**src/rtl/cam_pkg.sv**
```systemverilog
// Shared camera-capture definitions: frame geometry defaults and FSM states.
package cam_pkg;

    localparam int unsigned H_PIX_DEF   = 160;
    localparam int unsigned V_LINES_DEF = 120;
    localparam int unsigned AW_DEF      = 15;

    typedef enum logic [2:0] {
        ST_IDLE,
        ST_WAIT_FRAME,
        ST_WAIT_LINE,
        ST_BYTE_HI,
        ST_BYTE_LO
    } cam_state_t;

endpackage

```
**src/rtl/rgb565_to_332.sv**
```systemverilog
// Combinational colour reduction of one camera pixel to an 8-bit framebuffer pixel.
module rgb565_to_332 (
    input  logic [15:0] rgb565,
    output logic [7:0]  rgb332
);

    // The framebuffer word is {high[7:5], high[2:0], low[4:3]}; the other bits are dropped.
    logic unused_bits;

    assign rgb332      = {rgb565[15:13], rgb565[10:8], rgb565[4:3]};
    assign unused_bits = ^{rgb565[12:11], rgb565[7:5], rgb565[2:0]};

endmodule

```
**src/rtl/cam_read.sv**
```systemverilog
// Camera byte-stream capture: pairs RGB565 bytes into RGB332 pixels and writes a framebuffer.
module cam_read
    import cam_pkg::*;
#(
    parameter int unsigned H_PIX   = H_PIX_DEF,
    parameter int unsigned V_LINES = V_LINES_DEF,
    parameter int unsigned AW      = AW_DEF
) (
    input  logic          reloj,
    input  logic          rst,
    input  logic          init,
    input  logic          VSYNC,
    input  logic          HREF,
    input  logic [7:0]    px_data,
    output logic [AW-1:0] mem_px_addr,
    output logic [7:0]    mem_px_data,
    output logic          px_wr,
    output logic          frame_done,
    output logic [7:0]    line_cnt,
    output logic          ovf
);

    localparam logic [AW-1:0] LAST_ADDR = AW'(H_PIX * V_LINES - 1);

    cam_state_t state, state_nxt;

    logic       vsync_q, href_q;
    logic       vs_rise, vs_fall, href_fall;
    logic [7:0] hi_byte;
    logic [7:0] pix_332;
    logic       full;
    logic       in_capture;
    logic       take_hi, take_lo;
    logic       frame_start, frame_end;

    assign vs_rise   = VSYNC & ~vsync_q;
    assign vs_fall   = ~VSYNC & vsync_q;
    assign href_fall = ~HREF & href_q;

    rgb565_to_332 u_conv (
        .rgb565 ({hi_byte, px_data}),
        .rgb332 (pix_332)
    );

    // State register.
    always_ff @(posedge reloj) begin
        if (rst) begin
            state <= ST_IDLE;
        end else begin
            state <= state_nxt;
        end
    end

    // Next-state and per-cycle byte/frame decisions.
    // WAIT_LINE consumes the first byte of a line as the high byte, so the
    // state that follows it expects the low byte; BYTE_HI then handles every
    // later high byte of the line.
    always_comb begin
        state_nxt   = state;
        take_hi     = 1'b0;
        take_lo     = 1'b0;
        frame_start = 1'b0;
        frame_end   = 1'b0;
        in_capture  = 1'b0;
        case (state)
            ST_IDLE: begin
                if (init) state_nxt = ST_WAIT_FRAME;
            end
            ST_WAIT_FRAME: begin
                if (vs_fall) begin
                    frame_start = 1'b1;
                    state_nxt   = ST_WAIT_LINE;
                end
            end
            ST_WAIT_LINE: begin
                in_capture = 1'b1;
                if (vs_rise) begin
                    frame_end = 1'b1;
                    state_nxt = init ? ST_WAIT_FRAME : ST_IDLE;
                end else if (HREF && !VSYNC) begin
                    take_hi   = 1'b1;
                    state_nxt = ST_BYTE_LO;
                end
            end
            ST_BYTE_HI: begin
                in_capture = 1'b1;
                if (vs_rise) begin
                    frame_end = 1'b1;
                    state_nxt = init ? ST_WAIT_FRAME : ST_IDLE;
                end else if (HREF) begin
                    take_hi   = 1'b1;
                    state_nxt = ST_BYTE_LO;
                end else begin
                    state_nxt = ST_WAIT_LINE;
                end
            end
            ST_BYTE_LO: begin
                in_capture = 1'b1;
                // A pixel completed in the same cycle as VSYNC rising is still written.
                take_lo = HREF;
                if (vs_rise) begin
                    frame_end = 1'b1;
                    state_nxt = init ? ST_WAIT_FRAME : ST_IDLE;
                end else if (HREF) begin
                    state_nxt = ST_BYTE_HI;
                end else begin
                    state_nxt = ST_WAIT_LINE;
                end
            end
            default: state_nxt = ST_IDLE;
        endcase
    end

    // Edge history, pixel assembly, write strobe, address, line count and overflow.
    always_ff @(posedge reloj) begin
        if (rst) begin
            vsync_q     <= 1'b0;
            href_q      <= 1'b0;
            hi_byte     <= '0;
            mem_px_addr <= '0;
            mem_px_data <= '0;
            px_wr       <= 1'b0;
            frame_done  <= 1'b0;
            line_cnt    <= '0;
            ovf         <= 1'b0;
            full        <= 1'b0;
        end else begin
            vsync_q    <= VSYNC;
            href_q     <= HREF;
            px_wr      <= 1'b0;
            frame_done <= frame_end;

            if (take_hi) hi_byte <= px_data;

            if (take_lo) begin
                if (full) begin
                    ovf <= 1'b1;
                end else begin
                    px_wr       <= 1'b1;
                    mem_px_data <= pix_332;
                end
            end

            // Address advances after each write; the last slot is held and marks the frame full.
            if (px_wr) begin
                if (mem_px_addr == LAST_ADDR) begin
                    full <= 1'b1;
                end else begin
                    mem_px_addr <= mem_px_addr + 1'b1;
                end
            end

            if (in_capture && href_fall && line_cnt != '1) begin
                line_cnt <= line_cnt + 8'd1;
            end

            if (frame_start) begin
                mem_px_addr <= '0;
                line_cnt    <= '0;
                full        <= 1'b0;
            end
        end
    end

endmodule

```
**config.mk**
```make
export PLATFORM = sky130hd
export DESIGN_NAME = cam_read
export DESIGN_NICKNAME = d
export VERILOG_FILES = /design/src/rtl/cam_pkg.sv /design/src/rtl/rgb565_to_332.sv /design/src/rtl/cam_read.sv
export SDC_FILE = /design/constraint.sdc
export NUM_CORES = 1
export LEC_CHECK = 0
export ABC_AREA = 1
export BUFFER_PORTS_ARGS = -buffer_cell sky130_fd_sc_hd__buf_2
export CORE_ASPECT_RATIO = 1.4
export CORE_MARGIN = 2
export CORE_UTILIZATION = 43
export CTS_CLUSTER_DIAMETER = 50
export DETAILED_ROUTE_END_ITERATION = 8
export GPL_TIMING_DRIVEN = 0
export PLACE_DENSITY = 0.76
export REMOVE_ABC_BUFFERS = 1
export SYNTH_ARGS = -nofsm -noshare
export SYNTH_HDL_FRONTEND = slang
export SYNTH_SLANG_ARGS = --single-unit
```
**constraint.sdc**
```tcl
create_clock -name reloj -period 2.5 [get_ports reloj]
set_clock_uncertainty 0.2 [all_clocks]
set_input_delay 0.25 -clock reloj [delete_from_list [all_inputs] [get_ports reloj]]
set_output_delay 0.25 -clock reloj [all_outputs]
set_load 0.1 [all_outputs]
```
# Yosys cells after proc, flatten, opt, wreduce, memory -nomap -nowiden
# Cells that the tools add are included.
[op_classes]
n_reduce_logical = 14
shift = 0
div_mod_pow = 0
bitwise_logic = 10
n_lt_le_gt_ge = 0
muxes = 21
n_mul = 0
n_eq_ne = 9
add_sub_neg = 2
[ops]
columns = ["op", "count"]
rows = [
  ["$mux 3", 6],
  ["$add 15x1->15 const B", 1],
  ["$eq 15x15->1 const B", 1],
  ["$pmux 3 s5", 1],
  ["$mux 1", 12],
  ["$add 8x1->8 const B", 1],
  ["$ne 8x8->1 const B", 1],
  ["$reduce_and 2->1", 4],
  ["$not 1->1", 7],
  ["$eq 3x2->1 const B", 2],
  ["$reduce_or 2->1", 3],
  ["$ne 2x2->1 const B", 2],
  ["$and 1x1->1", 3],
  ["$eq 3x1->1 const B", 1],
  ["$eq 3x3->1 const B", 1],
  ["$logic_and 1x1->1", 3],
  ["$logic_not 3->1", 1],
  ["$ne 3x3->1 const B", 1],
  ["$reduce_and 3->1", 1],
  ["$reduce_or 3->1", 1],
  ["$mux 2", 1],
  ["$pmux 1 s2", 1],
  ["$logic_not 1->1", 1],
]
[totals]
mem_bits_ro = 0
in_bits = 13
reg_bits = 48
out_inout_bits = 34
wordCells = 67
latchBits = 0
mem_count = 0
ram_bits = 0

# Longest topological paths before layout
# Gate-level depths: netlist of the first run.
[depth]
depth_word = 5
mapped_depth = 9
depth_no_buf = 8

# Hierarchy
# From an unflattened synthesis of the first run, not the netlist that was laid out.
[unflattened]
hier_cells = 353
hier_area_um2 = 2444.8
[modules_own_cells]
columns = ["module", "seq_area_each_um2", "cells_per_inst", "instances", "area_each_um2"]
rows = [
  ["cam_read", 960.9, 345, 1, 2384.8],
  ["rgb565_to_332", 0.0, 8, 1, 60.1],
]

# Worst setup path before layout of the first run
# No wires, ideal clock.
[synth_path]
kind = "flip-flop to flip-flop"
startpoint = "reg mem_px_addr[1]"
endpoint = "reg mem_px_addr[12]"
path_slack_ps = -48
setup_time_ps = 68
t_required_ps = 2232
path_stages_with_launch = 9
n_path_buf = 1
synth_period_minus_slack_ps = 2548
t_arrival_ps = 2280
cell_sequence = "dfxtp_1 ha_1 nand2_2 nor2_4 nand2_4 o21ai_4 buf_6 nand2_1 a21oi_2"
[synth_between]
elab_chain_len = 3
word_cells_on_any_way = 4
cone_classes = "add/sub (1); eq/ne (1); bitwise (1); reduce/logical (1)"
[synth_rtl]
columns = ["element", "line", "rtl"]
rows = [
  ["from (decl)", "cam_read.sv:15", "output logic [AW-1:0] mem_px_addr,"],
  ["from (signal assigned)", "cam_read.sv:149", "mem_px_addr <= mem_px_addr + 1'b1;"],
  ["parallel branches: the longest is 3 deep, another holds $add 15x1->15", "--", ""],
]
# Parallel ways; which one is timed is not known.
# A chain may end at the register's enable or synchronous reset.

# Final worst setup path of the first run
[layout_path]
startpoint = "reg mem_px_addr[0]"
endpoint = "reg mem_px_addr[9]"
# Same word-level chain as after synthesis.

==> out/qor.txt, run 1 <==
Antenna Cells: 0
ys flop type: dfxtp_1
Final Critical Period: 2001 ps
H-tree levels: 2
worst-skew pair later-pin latency: 300 ps
CP max FO: 15
post-synth top area cell: dfxtp_1
Worst R2R Start: mem_px_addr[0]$_SDFFE_PP0P_
setup TNS: 0 ps
Final period util: 0.8002
Num CTS Buffers: 5
ANT nets after route: 0
MaxCap Viol Count: 0
clock tree buffer depth: 2
die width: 65.22 µm
status: complete, no violations
synthesized area: 2256 µm²
HP Class: input pin to register
Peak VDD IR: 0.4003 mV
largest net degree at the start of global routing: 24
chip height: 89.70 µm
Max Fclk: 0.4999 GHz
Leakage: 1.116 nW
root buffer cell: clkbuf_8
post-layout net count: 402
Yosys reg bits: 46
number of synthesized flops with an enable pin: 0
Cells after Synth: 335
Tot Pwr: 1.530 mW
WS Path Type: register to register
DRT Pass-1 Iters: 4
sequential share of the synthesized area: 0.4082
First DRT Iteration DRCs: 109
area grow syn2layout: 19.58%
Final Max Tran Viols: 0
share of layout cells above drive strength 1: 0.1701
Worst-path clk slew: 90 ps
Initial Utilization: 0.4406
final setup violating endpoints: 0
CTS tree: built
global route total overflow: 0
top-area cell type share of the netlist area: 0.4082
most common cell after layout, fill and taps aside: nand2_1
pwr dens: 567.2 nW/µm²
Wirelength per Cell: 11.48 µm
worst relative slew slack: 0.4911
IO buf count: 46
Via density: 4.969
WL final: 5210 µm
crit path launch: mem_px_addr[0]$_SDFFE_PP0P_
Worst-Margin Slew: 762.5 ps
Synth Warn #: 0
signal arrival time at the worst endpoint: 2030 ps
# IOs: 47
via count: 2256
Clock Sinks: 46
area of the multi-input gates: 1199 µm²
first-pass GRT wire length: 8880 µm
vias in the first global route: 2109
GRT Total Usage: 0.1871
Post-Route Utilization: 0.5269
crit start category: register
RSZ-0062 raised after global routing: no
core area: 5120 µm²
r2r setup slk: 500 ps
Distinct cells, synth: 23
Async SR Flop Fraction: 0
die footprint: 5850 µm²
syn_area_per_cell: 6.734 µm²
Worst EP required: 2530 ps
RePlAce Congestion: 0.8399
final-layout fill cell count: 524
Rows: 31
DRC errors left: 0
FF+latch area: 920.9 µm²
top cells by area, synth: dfxtp_1 (41%), nand2_1 (19%), a21oi_1 (7.8%), nor2_1 (6.0%), nand3_1 (5.8%)
Detailed Place HPWL: 3548 µm
total setup buffers inserted after CTS: 0
critical path capture point type: register
Fin. Hold Viols: 0
initial antenna violation count: 0
most frequent cells in the layout: nand2_1 (116), dfxtp_1 (46), buf_2 (46), nor2_1 (36), a21oi_1 (35)
hold_sp: px_data[5]
==> metal layers <==
metal / up-vias / GRT usage / routed length [µm]
met5: - / 0 / 0
met4: 0 / 0.07986 / 123
met3: 10 / 0.04380 / 236
met2: 49 / 0.3333 / 2636
met1: 1023 / 0.2059 / 2214
li1: 1174 / - / -
==> worst paths after layout <==
path,cells past startpoint,endpoint
max,7,mem_px_addr[9]$_SDFFE_PP0P_
max reg2reg,7,mem_px_addr[9]$_SDFFE_PP0P_
min reg2reg,2,ovf$_SDFFE_PP0P_
min,3,hi_byte[5]$_SDFFE_PP0P_
==> worst max-delay path, cell delays in order (launching register included) <==
cell     delay, ps
dfxtp_1        420
ha_1           270
nand2_2        100
nor2_4         170
nand2_4         90
o21ai_4        380
nand2_1        140
a21oi_2        140
==> final cells by class <==
class | instances | share of cell area
well taps | 66 | 0.03061
repair buffers | 51 | 0.1039
clock buffers | 6 | 0.02690
inverters | 28 | 0.03896
flip-flops and latches | 46 | 0.3414
multi-input cells | 255 | 0.4443
clock inverters | 2 | 0.01391
==> state kept, by name (all words and copies together), names as in the netlist, 3 cells and up <==
name,flops
hi_byte,6
line_cnt,8
mem_px_addr,15
mem_px_data,8
state,3
==> what timing repair did <==
action / 4_1_cts / 5_1_grt
endpoints found under the hold margin: 5 / 0
hold buffers: 5 / 0
gates resized for setup: 0 / 0
==> metrics by stage <==
step | hold slack, ps | std cells | setup slack (ps) | cell area (µm²)
after floorplan | 119.1 | 329 | -37.88 | 2225
after global placement | 238.2 | 441 | 560.5 | 2537
after detailed placement | 244.5 | 441 | 510.0 | 2537
after CTS | 3.362 | 454 | 482.5 | 2698
after global routing | 30.17 | 454 | 294.9 | 2698
final | 11.61 | 454 | 499.5 | 2698
==> synth_stat cells (2+ instances only) <==
cell type    n
a21oi_2      3
nand3_1     26
dfxtp_1     46
nand4_1      8
nor2_2       5
xor2_1       9
inv_1       27
nand2_2      2
o21ai_0      6
nor2_1      36
xnor2_1      2
clkbuf_1     4
nand2_1    116
a21oi_1     35
ha_1         2
==> cells by family after synthesis <==
family	after synthesis	synth area share
AND/OR/NAND/NOR	197	0.3677
flip-flops	46	0.4082
AO/OA/AOI/OAI	45	0.1098
buffers and inverters	34	0.06045
XOR/XNOR	11	0.04271
adder cells (fa/ha/maj)	2	0.01109
==> power by group <==
| group | internal [mW] | switching (mW) | leakage, nW |
|---|---|---|---|
| clock network | 0.299 | 0.260 | 0.0514 |
| logic | 0.0653 | 0.129 | 0.693 |
| registers | 0.755 | 0.0227 | 0.371 |
Note: power is estimated with default switching activity, not from simulation.
==> run 2, diff against run 1 <==
Settings changed: PLACE_DENSITY 0.76 to 0.79.
Clock period 2.5 ns to 1.7 ns, I/O delays scaled along.
==> run 2 against run 1 <==
Effect of this change: critical endpoint is now mem_px_addr[10]$_SDFFE_PP0P_; largest power group unchanged; cell count up 3.7%; utilization up 5.0 points; first-iteration DRC count up 36%; design area up 9.4%; sequential power up 47%.
==> out/qor.txt, run 2 (same netlist as run 1, synthesis figures left out) <==
Leakage: 1.214 nW (+8.8%)
worst relative slew slack: 0.6711 (+0.1800)
initial antenna violation count: 0 (unchanged)
Worst path top cell family by delay: flip-flops
final-layout fill cell count: 490 (-6.5%)
final setup violating endpoints: 0 (unchanged)
most common cell after layout, fill and taps aside: nand2_1
Tot Pwr: 2.132 mW (+39%)
Post-Route Utilization: 0.5765 (+0.04961)
Critical path buffers and inverters: 1 (+1)
DRC errors left: 0 (unchanged)
Via density: 5.100 (+2.6%)
die width: 65.22 µm (unchanged)
MaxCap Viol Count: 0 (unchanged)
worst-skew pair later-pin latency: 300 ps (about the same)
Wirelength per Cell: 11.88 µm (+3.6%)
H-tree levels: 2 (unchanged)
critical path capture point type: register
WL final: 5597 µm (+7.4%)
CTS tree: built
most frequent cells in the layout: nand2_1 (111), buf_2 (46), dfxtp_1 (37), a21oi_1 (34), nor2_1 (32)
Final Max Tran Viols: 0 (unchanged)
post-layout net count: 420 (+4.5%)
Worst-path clk slew: 90 ps (about the same)
area grow syn2layout: 30.84%
RePlAce Congestion: 0.8007 (-4.7%)
largest net degree at the start of global routing: 24 (unchanged)
Fin. Hold Viols: 0 (unchanged)
biggest regs: mem_px_addr x15, line_cnt x8, mem_px_data x8
max reg flops: 15 (unchanged)
status: complete, no violations
hold_sp: HREF
die footprint: 5850 µm² (unchanged)
CP max FO: 9 (-6)
GRT Total Usage: 0.1909 (+0.003780)
pwr dens: 722.3 nW/µm² (+27%)
clock tree buffer depth: 2 (unchanged)
largest reg by FF count: mem_px_addr
Rows: 31 (unchanged)
Final period util: 0.9656 (+0.1654)
Peak VDD IR: 0.5138 mV (+28%)
worst-path cell chain: nand2_1 > nor2_4 > nand2_4 > o21ai_4 > buf_12 > nand2_1 > a21oi_1
RSZ-0062 raised after global routing: yes
Final Critical Period: 1641 ps (-359.0 ps)
vias in the first global route: 2141 (+1.5%)
crit path launch: mem_px_addr[4]$_SDFFE_PP0P_
Largest stage delay, worst path: 440 ps (+20 ps)
Worst EP required: 1740 ps (-790 ps)
First DRT Iteration DRCs: 148 (+36%)
Place WS: -277.1 ps (-787.1 ps)
HP Class: input pin to register
Antenna Cells: 0 (unchanged)
Final WS setup: 58.52 ps (-441.0 ps)
CP max stage cell: dfxtp_1
first-pass GRT wire length: 9128 µm (+2.8%)
# IOs: 47 (unchanged)
Worst R2R Start: mem_px_addr[4]$_SDFFE_PP0P_
WS Path Type: register to register
Num CTS Buffers: 5 (unchanged)
Max Fclk: 0.6092 GHz (+22%)
crit-path most repeated cell: nand2_1
Detailed Place HPWL: 3579 µm (+0.89%)
signal arrival time at the worst endpoint: 1680 ps (-350 ps)
via count: 2402 (+6.5%)
share of layout cells above drive strength 1: 0.2593 (+0.08916)
Clock Sinks: 46 (unchanged)
chip height: 89.70 µm (unchanged)
Initial Utilization: 0.4406 (unchanged)
ANT nets after route: 0 (unchanged)
IO buf count: 46 (unchanged)
global route total overflow: 0 (unchanged)
Worst-Margin Slew: 496.8 ps (-265.8 ps)
root buffer cell: clkbuf_8
DRT Pass-1 Iters: 4 (unchanged)
crit start category: register
core area: 5120 µm² (unchanged)
[run 2: changes by cell type in the layout (fill, tap and decap cells not counted), moves of 3 or more]
cell,delta
nand2_1,-5
nor2_4,+6
dfxtp_4,+3
dfxtp_1,-9
buf_4,+10
dlygate4sd3_1,+4
dfxtp_2,+6
inv_1,-3
nand2_2,+4
nor2_1,-4
[run 2: power breakdown]
group	switching, mW	total (mW)	internal [mW]	leakage, nW
clock	0.373	0.650	0.277	0.0438
sequential	0.0349	1.14	1.11	0.377
combinational	0.218	0.341	0.123	0.794
total	0.626	2.13	1.51	1.21
[run 2: timing repair]
item	in CTS	in global routing
endpoints found under the hold margin	9	0
setup buffers	6	7
cloned	1	0
pin swaps	2	11
hold buffers	9	0
endpoints found under the setup margin	31	39
gates resized for setup	9	30
[run 2: path summary, 6_finish.rpt]
check,to,slack [ps],depth (start not counted)
hold reg to reg,ovf$_SDFFE_PP0P_,250,2
setup reg to reg,mem_px_addr[10]$_SDFFE_PP0P_,60,7
hold / removal,href_q$_SDFF_PP0_,30,3
setup / recovery,mem_px_addr[10]$_SDFFE_PP0P_,60,7
[run 2: per-layer routing]
layer  share of wire  routed length, µm  GRT usage  vias to the layer above
met5               0                  0          0                        -
met4           0.016                 88    0.07118                        0
met3           0.059                329    0.04255                       11
met2            0.53               2970     0.3291                       77
met1            0.39               2209     0.2263                     1108
li1                -                  -          -                     1206
[run 2: worst reg2reg max path, cell delays in order (launching register included)]
cell and delay (ps):
dfxtp_1 440, nand2_1 150, nor2_4 150, nand2_4 100, o21ai_4 200, buf_12 150, nand2_1 60, a21oi_1 140
[run 2: cell type report]
cell class,count,area (µm²),area share
clock inverter,2,10.01,0.003391
sequential,46,939.7,0.3184
tap,66,82.58,0.02798
clock buffer,5,68.82,0.02331
timing repair buffer,68,446.7,0.1513
inverter,28,108.9,0.03688
timing repair inverter,1,7.507,0.002543
multi-input combinational,255,1287,0.4362
[run 2: per-stage QoR]
step	cell area (µm²)	std cells	hold slack [ps]	setup TNS, ps
finish	2952	471	27.14	0
global route	2952	471	55.62	-256.2
CTS	2803	464	23.98	0
detailed placement	2537	441	228.3	-5348
global placement	2537	441	227.4	-3674
floorplan	2225	329	39.07	-17770
==> run 3, diff against run 2 <==
Settings changed: CELL_PAD_IN_SITES_DETAIL_PLACEMENT set to 0, CELL_PAD_IN_SITES_GLOBAL_PLACEMENT set to 1, CORE_UTILIZATION 43 to 34, PLACE_DENSITY 0.79 to 0.86.
==> run 3 against run 2 <==
Effect of this change: the flow now finishes with violations (negative setup slack); non-clock buffer count grew 3; clock power grew 27%; maximum frequency shrank 5.5%; global-route usage shrank 3.6 points; critical path depth grew 1; cell count grew 2.8%; combinational power is essentially flat; clock-buffer cell count is the same; die area grew 25%; wire length grew 4.4%; critical path type unchanged; critical endpoint is now mem_px_addr[1]$_SDFFE_PP0P_; largest cell class unchanged; largest power group unchanged.
==> out/qor.txt, run 3 (same netlist as run 1, synthesis figures left out) <==
# IOs: 47 (unchanged)
worst-skew pair later-pin latency: 300 ps (about the same)
net load switching power: 0.6403 mW (+2.3%)
Final period util: 1.022 (+0.05601)
HP Class: input pin to register
Worst-Margin Slew: 491.0 ps (-5.735 ps)
RSZ-0062 raised after global routing: yes
crit start category: register
MaxCap Viol Count: 0 (unchanged)
failing checks: negative setup slack
Via density: 4.847 (-5.0%)
first-pass GRT wire length: 9066 µm (-0.68%)
Tot Pwr: 2.307 mW (+8.2%)
Clock Sinks: 46 (unchanged)
Wirelength per Cell: 12.08 µm (+1.6%)
CP endpoint: mem_px_addr[1]$_SDFFE_PP0P_
most frequent cells in the layout: nand2_1 (107), buf_2 (46), dfxtp_1 (34), nor2_1 (33), a21oi_1 (28)
Leakage: 1.261 nW (+3.8%)
Final WS setup: -36.70 ps (-95.22 ps)
share of layout cells above drive strength 1: 0.2976 (+0.03830)
Worst R2R Start: mem_px_addr[1]$_SDFFE_PP0P_
Fin. Hold Viols: 0 (unchanged)
chip height: 100.4 µm (+12%)
Detailed Place HPWL: 3707 µm (+3.6%)
biggest regs: mem_px_addr x15, line_cnt x8, mem_px_data x8
largest reg by FF count: mem_px_addr
via count: 2346 (-2.3%)
clock power share: 0.357 (+0.052)
Final Critical Period: 1737 ps (+95.22 ps)
WS Path Type: register to register
Antenna Cells: 0 (unchanged)
RePlAce Congestion: 0.8176 (+2.1%)
reg-to-reg endpoint: mem_px_addr[1]$_SDFFE_PP0P_
area grow syn2layout: 36.11%
Max Fclk: 0.5758 GHz (-5.5%)
clock tree buffer depth: 2 (unchanged)
Post-Route Utilization: 0.4706 (-0.1059)
post-layout net count: 424 (+0.95%)
Num CTS Buffers: 5 (unchanged)
GRT Total Usage: 0.1552 (-0.03571)
WL final: 5845 µm (+4.4%)
crit path launch: mem_px_addr[1]$_SDFFE_PP0P_
P_int: 1.667 mW (+11%)
most common cell after layout, fill and taps aside: nand2_1
Flop pwr share: 0.494 (-0.041)
Rows: 35 (+13%)
Net Sw Frac: 0.2775 (-0.01614)
H-tree levels: 2 (unchanged)
Initial Utilization: 0.3457 (-0.09488)
CP max FO: 5 (-4)
pwr dens: 751.4 nW/µm² (+4.0%)
R2R depth: 8 (+1)
final-layout fill cell count: 685 (+40%)
initial antenna violation count: 0 (unchanged)
signal arrival time at the worst endpoint: 1770 ps (+90 ps)
Worst EP required: 1730 ps (about the same)
DRC errors left: 0 (unchanged)
area of the multi-input gates: 1338 µm² (+3.9%)
IO buf count: 46 (unchanged)
Gate power share: 0.148 (-0.012)
worst relative slew slack: 0.6749 (+0.003797)
global route total overflow: 0 (unchanged)
largest net degree at the start of global routing: 24 (unchanged)
die width: 72.84 µm (+12%)
r2r setup slk: -40 ps (-100 ps)
ANT nets after route: 0 (unchanged)
die footprint: 7312 µm² (+25%)
CTS tree: built
FF+latch area: 940.9 µm² (+0.13%)
Worst-path clk slew: 80 ps (about the same)
Final Max Tran Viols: 0 (unchanged)
Peak VDD IR: 0.4205 mV (-18%)
root buffer cell: clkbuf_8
First DRT Iteration DRCs: 81 (-45%)
DRT Pass-1 Iters: 4 (unchanged)
final setup violating endpoints: 3 (+3)
status: finished with violations
core area: 6525 µm² (+27%)
critical path capture point type: register
max reg flops: 15 (unchanged)
vias in the first global route: 2073 (-3.2%)
==> run 3: cell types whose count changed in the layout (fill, tap and decap cells not counted), sizes merged <==
| cell | before | now |
|---|---|---|
| buf | 59 | 61 |
| nor2 | 42 | 43 |
| clkbuf | 5 | 6 |
| bufinv | 0 | 1 |
==> run 3: worst min-delay path by stage <==
stage	endpoint	slack, ps	cells past startpoint	start
4_1_cts	href_q$_SDFF_PP0_	10	3	HREF
3_3_place_gp	hi_byte[5]$_SDFFE_PP0P_	230	3	px_data[5]
3_5_place_dp	hi_byte[2]$_SDFFE_PP0P_	230	3	px_data[2]
5_1_grt	href_q$_SDFF_PP0_	50	3	HREF
6_report	href_q$_SDFF_PP0_	20	3	HREF
2_1_floorplan	hi_byte[0]$_SDFFE_PP0P_	40	1	rst
==> run 3: final cells by class <==
class                   instances  area share
multi-input cells             256      0.4356
flip-flops and latches         46      0.3064
repair buffers                 71      0.1544
inverters                      28     0.03545
well taps                      74     0.03015
clock buffers                   5     0.02241
clock inverters                 3     0.01304
repair inverters                1    0.002445
==> run 3: worst max-delay path, cell delays in order, from the launching register on <==
cell and delay, ps:
dfxtp_4 390, ha_4 170, nand2_4 60, nor2_4 150, nand2_4 90, o21ai_4 240, clkbuf_16 190, o21ai_0 70
nor2_1 100
==> run 3: stage by stage <==
| step | instance area, µm² | setup WS (ps) | hold WS, ps | setup TNS, ps | cells |
|---|---|---|---|---|---|
| finish | 3070 | -36.70 | 17.15 | -52.94 | 484 |
| global route | 3070 | -134.8 | 47.54 | -1130 | 484 |
| CTS | 2853 | 11.36 | 12.06 | 0 | 473 |
| detailed placement | 2547 | -305.8 | 232.8 | -5491 | 449 |
| global placement | 2547 | -281.2 | 231.0 | -5273 | 449 |
| floorplan | 2225 | -837.9 | 39.07 | -17770 | 329 |
==> run 3: layer usage <==
metal	routed length [µm]	vias to the layer above	track usage
li1	-	1226	-
met1	2527	1077	0.1828
met2	3064	36	0.2762
met3	171	7	0.02811
met4	82	0	0.05556
met5	0	-	0
==> run 3: repair_timing <==
item                       CTS  global route
buffers inserted             6             9
pin swaps                    1            22
hold buffers                 9             0
setup endpoints to repair   31            36
gates resized for setup     11            42
hold endpoints to repair     9             0
gates cloned                 1             2
==> run 3: power by group through the flow <==
stage               logic, mW  registers [mW]  clock network [mW]
global route            0.379            1.14               0.880
floorplan               0.181            1.19                   0
detailed placement      0.277            1.17                   0
CTS                     0.317            1.14               0.850
global placement        0.277            1.16                   0
finish                  0.342            1.14               0.824
